$ cat src/rtl/sie_port_mux_n_if.sv
// Channel-side and SIE-side bundle for the N-way SIE port selector.
// slave: mux view (channels in, SIE out); master: the driving side.
interface sie_port_mux_n_if #(
  parameter int NUM_CH = 2,
  parameter int SEL_W  = 3,
  parameter int DATA_W = 8
);
  logic [SEL_W-1:0]         selReq;
  logic                     sieBusy;
  logic [NUM_CH*DATA_W-1:0] ctrlInFromCh;
  logic [NUM_CH*DATA_W-1:0] dataInFromCh;
  logic [NUM_CH-1:0]        wEnFromCh;
  logic [NUM_CH-1:0]        fullSpeedPolarityFromCh;
  logic [NUM_CH-1:0]        fullSpeedBitRateFromCh;
  logic [NUM_CH-1:0]        noActTimeOutEnFromCh;
  logic [DATA_W-1:0]        ctrlInToSIE;
  logic [DATA_W-1:0]        dataInToSIE;
  logic                     wEnToSIE;
  logic                     fullSpeedPolarityToSIE;
  logic                     fullSpeedBitRateToSIE;
  logic                     noActTimeOutEnToSIE;
  logic [SEL_W-1:0]         activeSel;
  logic                     switching;
  logic                     selErr;

  modport slave (
    input  selReq, sieBusy,
    input  ctrlInFromCh, dataInFromCh, wEnFromCh,
    input  fullSpeedPolarityFromCh,
    input  fullSpeedBitRateFromCh,
    input  noActTimeOutEnFromCh,
    output ctrlInToSIE, dataInToSIE, wEnToSIE,
    output fullSpeedPolarityToSIE,
    output fullSpeedBitRateToSIE,
    output noActTimeOutEnToSIE,
    output activeSel, switching, selErr
  );

  modport master (
    output selReq, sieBusy,
    output ctrlInFromCh, dataInFromCh, wEnFromCh,
    output fullSpeedPolarityFromCh,
    output fullSpeedBitRateFromCh,
    output noActTimeOutEnFromCh,
    input  ctrlInToSIE, dataInToSIE, wEnToSIE,
    input  fullSpeedPolarityToSIE,
    input  fullSpeedBitRateToSIE,
    input  noActTimeOutEnToSIE,
    input  activeSel, switching, selErr
  );
endinterface

$ cat src/rtl/sie_port_mux_n.sv
// N-channel SIE port selector; switches only after drain + guard.
// Ports: usbClk, rstSyncToUsbClk (sync, high), bus (slave modport).
module sie_port_mux_n #(
  parameter int NUM_CH       = 2,
  parameter int SEL_W        = 3,
  parameter int DATA_W       = 8,
  parameter int GUARD_CYCLES = 4,
  parameter int DEFAULT_SEL  = 0
) (
  input  logic           usbClk,
  input  logic           rstSyncToUsbClk,
  sie_port_mux_n_if.slave bus
);

  localparam int CNT_W =
    (GUARD_CYCLES > 1) ? $clog2(GUARD_CYCLES) : 1;
  localparam logic [SEL_W:0] NCH = (SEL_W+1)'(NUM_CH);
  localparam logic [CNT_W-1:0] CNT_LOAD =
    CNT_W'(GUARD_CYCLES - 1);
  localparam logic [SEL_W-1:0] DEF_SEL = SEL_W'(DEFAULT_SEL);

  typedef enum logic [1:0] {
    ACTIVE,
    DRAIN,
    GUARD
  } state_t;

  state_t           state, stateNxt;
  logic [SEL_W-1:0] activeSel, activeSelNxt;
  logic [CNT_W-1:0] cnt, cntNxt;

  logic selLegal;
  logic selSame;

  logic [DATA_W-1:0] chCtrl, chData;
  logic chWEn, chPol, chRate, chNoAct;

  logic [DATA_W-1:0] ctrlNxt, dataNxt;
  logic wEnNxt, selErrNxt;

  assign selLegal = {1'b0, bus.selReq} < NCH;
  assign selSame  = bus.selReq == activeSel;

  always_ff @(posedge usbClk) begin
    if (rstSyncToUsbClk) begin
      state     <= ACTIVE;
      activeSel <= DEF_SEL;
      cnt       <= '0;
    end else begin
      state     <= stateNxt;
      activeSel <= activeSelNxt;
      cnt       <= cntNxt;
    end
  end

  always_comb begin
    stateNxt     = state;
    activeSelNxt = activeSel;
    cntNxt       = cnt;
    unique case (state)
      ACTIVE: begin
        if (selLegal && !selSame)
          stateNxt = DRAIN;
      end
      DRAIN: begin
        // Abort wins over a completed drain.
        if (!selLegal || selSame) begin
          stateNxt = ACTIVE;
        end else if (!bus.sieBusy) begin
          stateNxt     = GUARD;
          activeSelNxt = bus.selReq;
          cntNxt       = CNT_LOAD;
        end
      end
      GUARD: begin
        if (cnt == '0)
          stateNxt = ACTIVE;
        else
          cntNxt = cnt - 1'b1;
      end
      default: stateNxt = ACTIVE;
    endcase
  end

  always_comb begin
    chCtrl  = '0;
    chData  = '0;
    chWEn   = 1'b0;
    chPol   = 1'b0;
    chRate  = 1'b0;
    chNoAct = 1'b0;
    for (int k = 0; k < NUM_CH; k++) begin
      if (activeSel == SEL_W'(k)) begin
        chCtrl  = bus.ctrlInFromCh[k*DATA_W +: DATA_W];
        chData  = bus.dataInFromCh[k*DATA_W +: DATA_W];
        chWEn   = bus.wEnFromCh[k];
        chPol   = bus.fullSpeedPolarityFromCh[k];
        chRate  = bus.fullSpeedBitRateFromCh[k];
        chNoAct = bus.noActTimeOutEnFromCh[k];
      end
    end
  end

  // Config always tracks activeSel; in GUARD that is
  // already the new channel so the line settles early.
  always_comb begin
    ctrlNxt   = chCtrl;
    dataNxt   = chData;
    wEnNxt    = chWEn;
    selErrNxt = 1'b0;
    unique case (1'b1)
      state == ACTIVE: selErrNxt = !selLegal;
      state == DRAIN:  wEnNxt = 1'b0;
      state == GUARD: begin
        wEnNxt  = 1'b0;
        ctrlNxt = '0;
        dataNxt = '0;
      end
      default: ;
    endcase
  end

  always_ff @(posedge usbClk) begin
    if (rstSyncToUsbClk) begin
      bus.ctrlInToSIE            <= '0;
      bus.dataInToSIE            <= '0;
      bus.wEnToSIE               <= 1'b0;
      bus.fullSpeedPolarityToSIE <= 1'b0;
      bus.fullSpeedBitRateToSIE  <= 1'b0;
      bus.noActTimeOutEnToSIE    <= 1'b0;
      bus.selErr                 <= 1'b0;
    end else begin
      bus.ctrlInToSIE            <= ctrlNxt;
      bus.dataInToSIE            <= dataNxt;
      bus.wEnToSIE               <= wEnNxt;
      bus.fullSpeedPolarityToSIE <= chPol;
      bus.fullSpeedBitRateToSIE  <= chRate;
      bus.noActTimeOutEnToSIE    <= chNoAct;
      bus.selErr                 <= selErrNxt;
    end
  end

  assign bus.activeSel = activeSel;
  assign bus.switching = state != ACTIVE;

endmodule

$ cat src/flat_wrapper.sv
// flat-port wrapper written by rule: the top's interface ports become plain ports
module sie_port_mux_n_flat 
#(
  parameter int NUM_CH       = 2,
  parameter int SEL_W        = 3,
  parameter int DATA_W       = 8,
  parameter int GUARD_CYCLES = 4,
  parameter int DEFAULT_SEL  = 0
)
  (usbClk, rstSyncToUsbClk, bus_selReq, bus_sieBusy, bus_ctrlInFromCh, bus_dataInFromCh, bus_wEnFromCh, bus_fullSpeedPolarityFromCh, bus_fullSpeedBitRateFromCh, bus_noActTimeOutEnFromCh, bus_ctrlInToSIE, bus_dataInToSIE, bus_wEnToSIE, bus_fullSpeedPolarityToSIE, bus_fullSpeedBitRateToSIE, bus_noActTimeOutEnToSIE, bus_activeSel, bus_switching, bus_selErr);
  sie_port_mux_n_if #(.NUM_CH(NUM_CH), .SEL_W(SEL_W), .DATA_W(DATA_W)) bus_i ();
  input  logic usbClk;
  input  logic rstSyncToUsbClk;
  input wire logic [$bits(bus_i.selReq)-1:0] bus_selReq;
  input wire logic [$bits(bus_i.sieBusy)-1:0] bus_sieBusy;
  input wire logic [$bits(bus_i.ctrlInFromCh)-1:0] bus_ctrlInFromCh;
  input wire logic [$bits(bus_i.dataInFromCh)-1:0] bus_dataInFromCh;
  input wire logic [$bits(bus_i.wEnFromCh)-1:0] bus_wEnFromCh;
  input wire logic [$bits(bus_i.fullSpeedPolarityFromCh)-1:0] bus_fullSpeedPolarityFromCh;
  input wire logic [$bits(bus_i.fullSpeedBitRateFromCh)-1:0] bus_fullSpeedBitRateFromCh;
  input wire logic [$bits(bus_i.noActTimeOutEnFromCh)-1:0] bus_noActTimeOutEnFromCh;
  output wire logic [$bits(bus_i.ctrlInToSIE)-1:0] bus_ctrlInToSIE;
  output wire logic [$bits(bus_i.dataInToSIE)-1:0] bus_dataInToSIE;
  output wire logic [$bits(bus_i.wEnToSIE)-1:0] bus_wEnToSIE;
  output wire logic [$bits(bus_i.fullSpeedPolarityToSIE)-1:0] bus_fullSpeedPolarityToSIE;
  output wire logic [$bits(bus_i.fullSpeedBitRateToSIE)-1:0] bus_fullSpeedBitRateToSIE;
  output wire logic [$bits(bus_i.noActTimeOutEnToSIE)-1:0] bus_noActTimeOutEnToSIE;
  output wire logic [$bits(bus_i.activeSel)-1:0] bus_activeSel;
  output wire logic [$bits(bus_i.switching)-1:0] bus_switching;
  output wire logic [$bits(bus_i.selErr)-1:0] bus_selErr;
  assign bus_i.selReq = bus_selReq;
  assign bus_i.sieBusy = bus_sieBusy;
  assign bus_i.ctrlInFromCh = bus_ctrlInFromCh;
  assign bus_i.dataInFromCh = bus_dataInFromCh;
  assign bus_i.wEnFromCh = bus_wEnFromCh;
  assign bus_i.fullSpeedPolarityFromCh = bus_fullSpeedPolarityFromCh;
  assign bus_i.fullSpeedBitRateFromCh = bus_fullSpeedBitRateFromCh;
  assign bus_i.noActTimeOutEnFromCh = bus_noActTimeOutEnFromCh;
  assign bus_ctrlInToSIE = bus_i.ctrlInToSIE;
  assign bus_dataInToSIE = bus_i.dataInToSIE;
  assign bus_wEnToSIE = bus_i.wEnToSIE;
  assign bus_fullSpeedPolarityToSIE = bus_i.fullSpeedPolarityToSIE;
  assign bus_fullSpeedBitRateToSIE = bus_i.fullSpeedBitRateToSIE;
  assign bus_noActTimeOutEnToSIE = bus_i.noActTimeOutEnToSIE;
  assign bus_activeSel = bus_i.activeSel;
  assign bus_switching = bus_i.switching;
  assign bus_selErr = bus_i.selErr;
  sie_port_mux_n #(.NUM_CH(NUM_CH), .SEL_W(SEL_W), .DATA_W(DATA_W), .GUARD_CYCLES(GUARD_CYCLES), .DEFAULT_SEL(DEFAULT_SEL)) u_core (.usbClk(usbClk), .rstSyncToUsbClk(rstSyncToUsbClk), .bus(bus_i));
endmodule
$ cat config.mk
export PLATFORM = sky130hd
export DESIGN_NAME = sie_port_mux_n_flat
export DESIGN_NICKNAME = d
export VERILOG_FILES = /design/src/rtl/sie_port_mux_n_if.sv /design/src/rtl/sie_port_mux_n.sv /design/src/flat_wrapper.sv
export SDC_FILE = /design/constraint.sdc
export NUM_CORES = 1
export LEC_CHECK = 0
export BUFFER_PORTS_ARGS = -buffer_cell sky130_fd_sc_hd__buf_2
export CAP_MARGIN = 20
export CORE_ASPECT_RATIO = 1.2
export CORE_MARGIN = 1
export CORE_UTILIZATION = 43
export DETAILED_ROUTE_END_ITERATION = 7
export PLACE_DENSITY_LB_ADDON = 0.3
export SLEW_MARGIN = 25
export SYNTH_ARGS = -nofsm -noshare
export SYNTH_HDL_FRONTEND = slang
export SYNTH_SLANG_ARGS = --single-unit
$ cat constraint.sdc
create_clock -name usbClk -period 3 [get_ports usbClk]
set_input_delay 0.15 -clock usbClk [delete_from_list [all_inputs] [get_ports usbClk]]
set_output_delay 0.15 -clock usbClk [all_outputs]
set_load 0.02 [all_outputs]
* Yosys cells after proc, flatten, opt, wreduce, memory -nomap -nowiden *
Cells that the tools add are included.

storage, ports and cells
  register bits after elaboration = 28
  bits of input ports = 46
  output and inout bits = 25
  word-level logic and storage cells = 61

operators by class
  $add $sub $neg = 1
  magnitude comparators = 1
  eq/ne operators = 10
  multiplexer cells = 21
  bitwise gates (word level) = 3
  reductions and logical operators = 15

operators with widths
  cell                                                number
  two-way mux 8 bit                                   4
  two-way mux 2 bit                                   7
  two-way mux 1 bit                                   8
  != test 2 bit, second input constant                3
  one-hot mux 2 bit (3 select lines)                  1
  AND reduction 3 bit                                 2
  zero test 2 bit                                     2
  != test 2 x 1 -> 1 bit, second input constant       2
  one-hot mux 2 bit (2 select lines)                  1
  AND reduction 4 bit                                 1
  nonzero test 2 bit                                  2
  OR reduction 2 bit                                  2
  == test 3 x 1 -> 1 bit, second input constant       1
  == test 3 bit                                       1
  zero test 3 bit                                     1
  < comparator 3 x 2 -> 1 bit, second input constant  1
  != test 3 x 2 -> 1 bit, second input constant       1
  inverter 1 bit                                      3
  OR reduction 3 bit                                  1
  == test 2 x 1 -> 1 bit, second input constant       1
  == test 2 bit, second input constant                1
  zero test 1 bit                                     2
  subtractor 2 x 1 -> 2 bit, second input constant    1
  logical AND 1 bit                                   1
  logical OR 1 bit                                    1

* Depth between registers and ports, before layout *
  depth in word-level cells = 5
  depth in mapped cells = 5

* Worst setup path after synthesis *
Ideal clock, no wire load.

  kind = register -> register
  start = register u_core.activeSel[1] (netlist: u_core.bus.activeSel[1])
  end = register u_core.cnt[0]
  arrival time = 1.257 ns
  path slack = 1.621 ns
  cell stages (with the launch flop) = 4
  path buffers = 0
  cells stage by stage = dfxtp_1 or2_1 or4_1 o311a_1

on the way
  longest elaborated chain between the ends = 4

ends and longest elaborated chain
  what                                  line                  source
  start: declaration                    sie_port_mux_n.sv:29  logic [SEL_W-1:0] activeSel, activeSelNxt;
  start signal: assignment              sie_port_mux_n.sv:51  activeSel <= activeSelNxt;
  == test 3 bit                         sie_port_mux_n.sv:42  assign selSame = bus.selReq == activeSel;
  logical OR 1 bit                      sie_port_mux_n.sv:67  if (!selLegal || selSame) begin
  != test 2 bit (no source line)        n/a
  AND reduction 4 bit (no source line)  n/a
  end signal: assignment                sie_port_mux_n.sv:52  cnt <= cntNxt;
  end: declaration                      sie_port_mux_n.sv:30  logic [CNT_W-1:0] cnt, cntNxt;

Every way passes these cells.
A chain may end at the register's enable or synchronous reset.

* Worst setup path in the final report *
  start = register u_core.cnt[0]
  end = register u_core.cnt[1]

on the way
  longest elaborated chain between the ends = 3

ends and longest elaborated chain
  what                                                                       line
  subtractor 2 x 1 -> 2 bit or zero test 2 bit (tied branches)               sie_port_mux_n.sv:79, sie_port_mux_n.sv:76
  two-way mux 2 bit or != test 2 bit (tied branches)                         n/a
  one-hot mux 2 bit (2 select lines) or AND reduction 4 bit (tied branches)  n/a

Parallel ways exist; a longest one is shown, timed or not. The select of a mux whose other input is x is not followed.

==> impl_metrics.tcl <==
set metrics [dict create \
    leakage_nw 0.759 \
    grt_pass1_vias 930 \
    worstPathMaxFanout 5 \
    syn_avg_cell_area_um2 9.82 \
    grt_pass1_wl_um 3760 \
    synthCells 108 \
    htree_levels 1 \
    dp_cells 204 \
    track_usage_pct 19.0 \
    hpwl_um 1920 \
    clock_skew_ns 0.00618 \
    drt_iter0_markers 18 \
    drc 0 \
    layout-area-overhead-vs-synth_pct 38.8 \
    routed_wl_um 2560 \
    status "completed" \
    yosysSeqAreaShare_pct 52.8 \
    setup_tns_ns 0 \
    gp_congestion 0.703 \
    rows 19 \
    layout_commonest_cell "buf_2" \
    power_uw 675 \
    hp-class "in -> reg" \
    grt_max_degree 21 \
    dr.pass1.iters 5 \
    core_um2 2310 \
    worst_setup_path_end_kind "flop" \
    synth-seq-cells 28 \
    setup_viol 0 \
    slew_violations 0 \
    synth-warning-count 0 \
    numClockSinks 28 \
    synthesis.nets 155 \
    start_util_pct 46.0 \
    wl_per_cell_um 12.3 \
    drt.antenna.violating_nets 0 \
    rsz0062_at_grt "false" \
    ctsHoldBuffers 0 \
    die_w_um 47.3 \
    power_density_nw_per_um2 458 \
    cp.arrival_ns 1.73 \
    hold_violations 0 \
    via_per_inst 5.01 \
    vias 1043 \
    cts_made_buffers 3 \
    boundaryPins 71 \
    syn-cell-area_um2 1060 \
    final_nets 225 \
    fin_crit_ns 1.50 \
    max_cap_viol_count 0 \
    start_kind "flop" \
    worstMarginPinSlew_ns 0.560 \
    antenna_found_initial 0 \
    crit_required_ns 3.23 \
    clk_latency_ns 0.32 \
    final_cell_count_no_fill 208 \
    die_area_um2 2670 \
    postCtsSetupRepairBufs 0 \
    die_h_um 56.4 \
    port_buffers 70 \
    drive_gt1_share_pct 46.3 \
    clkTransAtPathRegs_ns 0.15 \
    antenna_cells 0 \
    post_cts_resized 0 \
    finalCritPeriodShare_pct 50.1 \
    critical_path_class "reg -> reg" \
    mostFrequentLayoutCells "buf_2 (70), dfxtp_1 (28), nor2_1 (20)" \
    globalRouteOverflowTotal 0 \
    ir_drop_mv 0.281 \
    yosysUniqueCellTypes 29 \
    fmax_ghz 0.666 \
    cts.root.buffer_cell "clkbuf_4" \
    cts.path.max_buffers 2 \
    relSlewSlack_pct 62.6 \
    cts_tree "built" \
]
## sequential cells by signal, indices dropped and copies added, names as in the netlist
signal,count
u_core.cnt,2
u_core.bus.wEnToSIE,1
u_core.bus.fullSpeedBitRateToSIE,1
u_core.bus.fullSpeedPolarityToSIE,1
u_core.bus.noActTimeOutEnToSIE,1
u_core.bus.activeSel,3
u_core.bus.dataInToSIE,8
u_core.bus.ctrlInToSIE,8
u_core.state,2
u_core.bus.selErr,1
## metrics by stage
step                hold slack [ns]  util (%)  instance area (um^2)  setup slack [ns]
finish                       0.0479      63.9                  1470              1.50
floorplan                     0.226         -                  1060              1.62
global placement              0.384      62.3                  1440              1.65
CTS                          0.0442      63.9                  1470              1.50
detailed placement            0.392      62.3                  1440              1.51
global route                 0.0397      63.9                  1470              1.39
## synthesized netlist by cell type
cell / count / area (um^2)
o21ai_0: 1 / 5.00
nor2_1: 20 / 75.1
ha_1: 1 / 12.5
inv_1: 4 / 15.0
nor3_1: 1 / 5.00
nor2b_1: 1 / 6.26
or2_1: 1 / 6.26
or3_2: 1 / 7.51
a22oi_1: 19 / 143
a22o_1: 1 / 8.76
xor2_1: 1 / 8.76
nand4bb_1: 1 / 11.3
nor4_2: 1 / 12.5
buf_4: 1 / 7.51
o211a_1: 1 / 10.0
nor4bb_1: 1 / 10.0
clkbuf_2: 1 / 5.00
o311a_1: 2 / 20.0
a21oi_1: 4 / 20.0
nor4_1: 2 / 12.5
or2_2: 2 / 12.5
dfxtp_1: 28 / 561
clkbuf_4: 1 / 7.51
or4_1: 2 / 15.0
buf_2: 3 / 15.0
nand2b_1: 1 / 6.26
o41ai_1: 1 / 8.76
clkbuf_1: 1 / 3.75
nor3b_1: 4 / 30.0
## worst max-delay path, stage by stage (launching register included)
cell	delay (ns)
dfxtp_1	0.40
inv_1	0.06
ha_1	0.19
nor3b_1	0.48
a21oi_1	0.16
o311a_1	0.13
## path summary, 6_finish.rpt
path | startpoint | end | slack [ns] | depth (start not counted)
max | u_core.cnt[0] | u_core.cnt[1] | 1.50 | 5
min reg2reg | u_core.state[0] | u_core.state[0] | 0.53 | 1
max reg2reg | u_core.cnt[0] | u_core.cnt[1] | 1.50 | 5
min | bus_ctrlInFromCh[8] | u_core.bus.ctrlInToSIE[0] | 0.05 | 3
## power by group
group	internal, mW	leakage (nW)	switching (mW)
Sequential	0.389	0.232	0.00403
Combinational	0.0461	0.507	0.0531
Clock	0.0742	0.0210	0.109
Total	0.509	0.759	0.166
## cell type report
class,count,area [um^2]
fill,207,833
sequential,28,561
multi-input combinational,69,457
timing repair buffer,72,365
tap,31,38.8
clock buffer,4,36.3
inverter,4,15.0
## cell families after synthesis
| logic type | share of synthesized area, % |
|---|---|
| xor gates and xnor gates | 0.826 |
| and+or+nand+nor | 19.8 |
| AOI/OAI and AO/OA | 20.3 |
| buffers and inverters | 5.07 |
| adders and majority gates | 1.18 |
| DFF | 52.8 |
## metal layers
metal | wire [um] | share of wire (%) | vias up | global-route usage (%)
li1 | - | - | 533 | -
met1 | 1010 | 40 | 471 | 20.6
met2 | 1370 | 53 | 37 | 34.1
met3 | 159 | 6.2 | 2 | 3.54
met4 | 19 | 0.74 | 0 | 7.35
met5 | 0 | 0 | - | 0
Power figures use the tool's default switching activity.
